**config.mk**
```make
export PLATFORM = sky130hd
export DESIGN_NAME = fetch_sequencer
export DESIGN_NICKNAME = d
export VERILOG_FILES = /design/src/rtl/fetch_sequencer.sv
export SDC_FILE = /design/constraint.sdc
export NUM_CORES = 1
export LEC_CHECK = 0
export CAP_MARGIN = 20
export CORE_ASPECT_RATIO = 0.75
export CORE_MARGIN = 4
export CORE_UTILIZATION = 47
export CTS_CLUSTER_SIZE = 12
export DETAILED_ROUTE_END_ITERATION = 12
export PLACE_DENSITY = 0.81
export SLEW_MARGIN = 20
export SYNTH_ARGS = -nofsm -noshare
export SYNTH_HDL_FRONTEND = slang
export SYNTH_SLANG_ARGS = --single-unit
```
**constraint.sdc**
```tcl
create_clock -name clk -period 3.65 [get_ports clk]
set_clock_uncertainty 0.2 [all_clocks]
set_input_delay 0.73 -clock clk [delete_from_list [all_inputs] [get_ports clk]]
set_output_delay 0.73 -clock clk [all_outputs]
set_load 0.01 [all_outputs]
```
**src/rtl/fetch_sequencer.sv**
```systemverilog
// fetch_sequencer: instruction fetch over req/ack, holds each instruction until exec_done, then selects next PC
// Ports: clk/rst (async high); im_req/im_addr/im_rdata/im_ack to instruction memory;
// opcode/instr/instr_valid to control unit and datapath; pc_sel/equ/les/reg_target/exec_done
// from them; pc, halted, illegal_sel (one-cycle pulse) and retired (instruction count) as status.
module fetch_sequencer #(
  parameter int ADDR_W = 16,
  parameter logic [ADDR_W-1:0] RESET_PC = '0
) (
  input  logic              clk,
  input  logic              rst,
  output logic              im_req,
  output logic [ADDR_W-1:0] im_addr,
  input  logic [31:0]       im_rdata,
  input  logic              im_ack,
  output logic [5:0]        opcode,
  output logic [31:0]       instr,
  output logic              instr_valid,
  input  logic [2:0]        pc_sel,
  input  logic              equ,
  input  logic              les,
  input  logic [ADDR_W-1:0] reg_target,
  input  logic              exec_done,
  output logic [ADDR_W-1:0] pc,
  output logic              halted,
  output logic              illegal_sel,
  output logic [31:0]       retired
);
  typedef enum logic [1:0] {FETCH, DECODE, EXEC, HALT} state_t;
  state_t state, state_n;
  logic [ADDR_W-1:0] pc_inc, pc_br, pc_n;
  logic ack_ok, retire, taken;
  assign im_addr = pc;
  always_comb begin
    pc_inc = pc + ADDR_W'(1);
    // branch offset is a signed 16-bit word offset relative to pc+1
    pc_br = pc_inc + ADDR_W'($signed(instr[15:0]));
    taken = (opcode == 6'd30 && equ) || (opcode == 6'd31 && les);
    ack_ok = state == FETCH && im_req && im_ack;
    retire = state == EXEC && exec_done;
    pc_n = pc_sel == 3'd0 ? instr[ADDR_W-1:0] :
           pc_sel == 3'd1 ? (taken ? pc_br : pc_inc) :
           pc_sel == 3'd2 ? reg_target :
           pc_sel == 3'd4 ? pc : pc_inc;
    state_n = state;
    case (state)
      FETCH:   state_n = ack_ok ? DECODE : FETCH;
      DECODE:  state_n = EXEC;
      EXEC:    state_n = !exec_done ? EXEC : pc_sel == 3'd4 ? HALT : FETCH;
      default: state_n = HALT;
    endcase
  end
  always_ff @(posedge clk or posedge rst) begin
    if (rst) begin
      state <= FETCH;
      pc <= RESET_PC;
      im_req <= 1'b0;
      instr <= '0;
      opcode <= '0;
      instr_valid <= 1'b0;
      halted <= 1'b0;
      illegal_sel <= 1'b0;
      retired <= '0;
    end else begin
      state <= state_n;
      // request is raised on the edge that enters FETCH, so it is visible in the first FETCH cycle
      im_req <= state_n == FETCH;
      instr_valid <= state_n == EXEC;
      illegal_sel <= retire && pc_sel[2] && pc_sel[1:0] != 2'd0;
      if (ack_ok) begin
        instr <= im_rdata;
        opcode <= im_rdata[31:26];
      end
      if (retire) begin
        pc <= pc_n;
        retired <= retired + 32'd1;
        halted <= pc_sel == 3'd4;
      end
    end
  end
endmodule

```
==> flow_metrics.env <==
export IMPL_synthArstFlopShare_pct=100
export IMPL_synthCells=518
export IMPL_die_y_um=98.6
export IMPL_core_um2=10500
export IMPL_cts_inserted_buffers=9
export IMPL_initial_core_util_pct=49.0
export IMPL_die_w_um=129
export IMPL_crit_buf_inv=0
export IMPL_hold_slack_ns=0.266
export IMPL_yosysWarnings=0
export IMPL_vdd_drop_max_v=0.000474
export IMPL_crit_path_start_kind="register"
export IMPL_dr_pass1_iters=5
export IMPL_drv_cap=0
export IMPL_worst_pin_slew_ns=0.607
export IMPL_ios=163
export IMPL_cts_tree="yes"
export IMPL_detail_route_wl_per_cell_um=18.8
export IMPL_setup_viol=0
export IMPL_slowest_delay_ns=0.55
export IMPL_grt_pass1_wl_um=24500
export IMPL_synth_compound_area_share_pct=12.7
export IMPL_cp_cell_sequence="ha_1 -> nand2_1 -> nor3_1 -> xor2_1 -> ha_1 -> a21oi_1 -> nor2_1 -> a211oi_1 -> o31ai_2 -> xor2_1 -> mux2i_1 -> o31ai_1"
export IMPL_synth_nets=597
export IMPL_grt_overflow=0
export IMPL_synthToLayoutAreaGrowth_pct=38.7
export IMPL_clockRootBuffer="clkbuf_16"
export IMPL_drt_iter0_markers=421
export IMPL_crit_required_ns=3.67
export IMPL_synth_top_family_by_area="simple AND/OR/NAND/NOR gates"
export IMPL_cts_setup_buffers=0
export IMPL_setup_slack_ns=0.225
export IMPL_synth_simple_area_share_pct=16.4
export IMPL_gp_congestion=0.966
export IMPL_ys_ff_latch=86
export IMPL_synth_edff_count=0
export IMPL_diodes=0
export IMPL_post_cts_resized=0
export IMPL_fin_crit_ns=3.42
export IMPL_cpLargestDelayFamily="adder cells"
export IMPL_slew_violations=0
export IMPL_synthMuxAreaShare_pct=7.99
export IMPL_finalPower_mw=6.05
export IMPL_fin_util_pct=67.9
export IMPL_hold_depth=1
export IMPL_synth_main_ff_cell="dfrtp_1"
export IMPL_vias=4615
export IMPL_design_die_area_um2=12700
export IMPL_worstPathMaxFanout=9
export IMPL_hp_class="reg2reg"
export IMPL_port_buffers=162
export IMPL_rows=32
export IMPL_p_leak_nw=2.99
export IMPL_drive_above_1_share_pct=11.2
export IMPL_route_detailed_drc=0
export IMPL_ant_nets=0
export IMPL_grt_use_total_pct=24.2
export IMPL_status="finished, final reports clean"
export IMPL_pre_cts_ws_ns=0.280
export IMPL_grt_max_degree=54
export IMPL_hold_viol=0
export IMPL_timing_final_crit_share_pct=93.8
export IMPL_yosys_area_share_adder_pct=5.50
export IMPL_clk_path_buf_depth=2
export IMPL_yosysSeqAreaShare_pct=41.9
export IMPL_critPathKind="reg2reg"
export IMPL_cpMaxStageDelayCell="dfrtp_1"
export IMPL_cts_max_level=3
export IMPL_hpwl_um=11600
export IMPL_end_kind="register"
export IMPL_fin_setup_tns_ns=0
export IMPL_nNetsFinal=742
export IMPL_reg2reg_depth=12
export IMPL_crit_arrival_ns=3.44
export IMPL_synth_xor_area_share_pct=9.86
export IMPL_final_common_cell="clkdlybuf4s50_1"
export IMPL_via_per_inst=5.74
export IMPL_synth_cell_types=59
export IMPL_wl_um=15100
export IMPL_clk_pin_slew_ns=0.07
export IMPL_netlist_area_um2=5140
export IMPL_p_per_area_nw_per_um2=849
export IMPL_hold_buffers=0
export IMPL_slew_headroom_pct=59.5
export IMPL_fmax_ghz=0.292
export IMPL_clock_latency_ns=0.35
export IMPL_avgSynthCellArea_um2=9.92
export IMPL_antenna_found_initial=0
export IMPL_worstSetupPathDepth=12
export IMPL_first_global_vias=4669
export IMPL_clock_sinks=86
export IMPL_rsz0062_at_grt="false"
export IMPL_final_cell_mix="clkdlybuf4s50_1, dfrtp_1, nand2_1"
## where the power goes
group / total (mW) / internal [mW] / switching (mW)
registers: 1.69 / 1.27 / 0.421
clock network: 1.10 / 0.681 / 0.420
logic: 3.25 / 1.69 / 1.56
## final timing paths
kind	startpoint	slack, ns	end
max	im_addr[1]$_DFFE_PP0P_	0.23	im_addr[15]$_DFFE_PP0P_
min	retired[31]$_DFFE_PP0P_	0.27	retired[31]$_DFFE_PP0P_
max reg2reg	im_addr[1]$_DFFE_PP0P_	0.23	im_addr[15]$_DFFE_PP0P_
min reg2reg	retired[31]$_DFFE_PP0P_	0.27	retired[31]$_DFFE_PP0P_
max in group asynchronous	rst	2.02	instr[20]$_DFFE_PP0P_
min in group asynchronous	rst	0.55	instr[11]$_DFFE_PP0P_
## synth_stat cells, drive strengths merged (8+ instances only)
| library cell | count | area, um2 |
|---|---|---|
| xnor2 | 36 | 315 |
| inv | 8 | 30.0 |
| nand3 | 20 | 110 |
| nand4 | 18 | 113 |
| a211oi | 9 | 67.6 |
| nand2 | 50 | 190 |
| xor2 | 21 | 191 |
| dfrtp | 86 | 2150 |
| ha | 21 | 263 |
| o21ai | 26 | 134 |
| mux2 | 32 | 360 |
| nor3 | 13 | 65.1 |
| buf | 28 | 219 |
| nor2 | 37 | 146 |
| a21oi | 34 | 174 |
| clkbuf | 11 | 41.3 |
## sequential cells by signal, indices dropped and copies added (netlist names)
name / flops
retired: 32
instr: 26
im_addr: 16
opcode: 6
state: 2
halted: 1
illegal_sel: 1
im_req: 1
instr_valid: 1
## cells by family (layout without fill, tap and decap cells)
logic type      Yosys count  count (layout)
simple gates            168             168
compound gates          101             101
flops                    86              86
xor+xnor                 57              57
buf+inv                  47             197
mux                      37              37
fa+ha+maj                22              22
## through the flow
step / std cells / area [um2]
3_3_place_gp: 788 / 6770
3_5_place_dp: 788 / 6770
2_1_floorplan: 518 / 5140
6_report: 804 / 7130
4_1_cts: 804 / 7130
5_1_grt: 804 / 7130
## per-layer routing
layer | GRT usage [%] | vias to the layer above | wire [um]
li1 | - | 2131 | -
met1 | 33.9 | 2210 | 6570
met2 | 37.5 | 247 | 6840
met3 | 5.58 | 27 | 1440
met4 | 7.43 | 0 | 293
met5 | 0 | - | 0
## layout make-up
class,instances,area (um2)
Fill cell,811,3360
Multi-Input combinational cell,385,2700
Sequential cell,86,2150
Timing Repair Buffer,173,1720
Clock buffer,9,225
Tap cell,136,170
Clock inverter,7,129
Inverter,8,31.3
(Power assumes the default switching activity.)
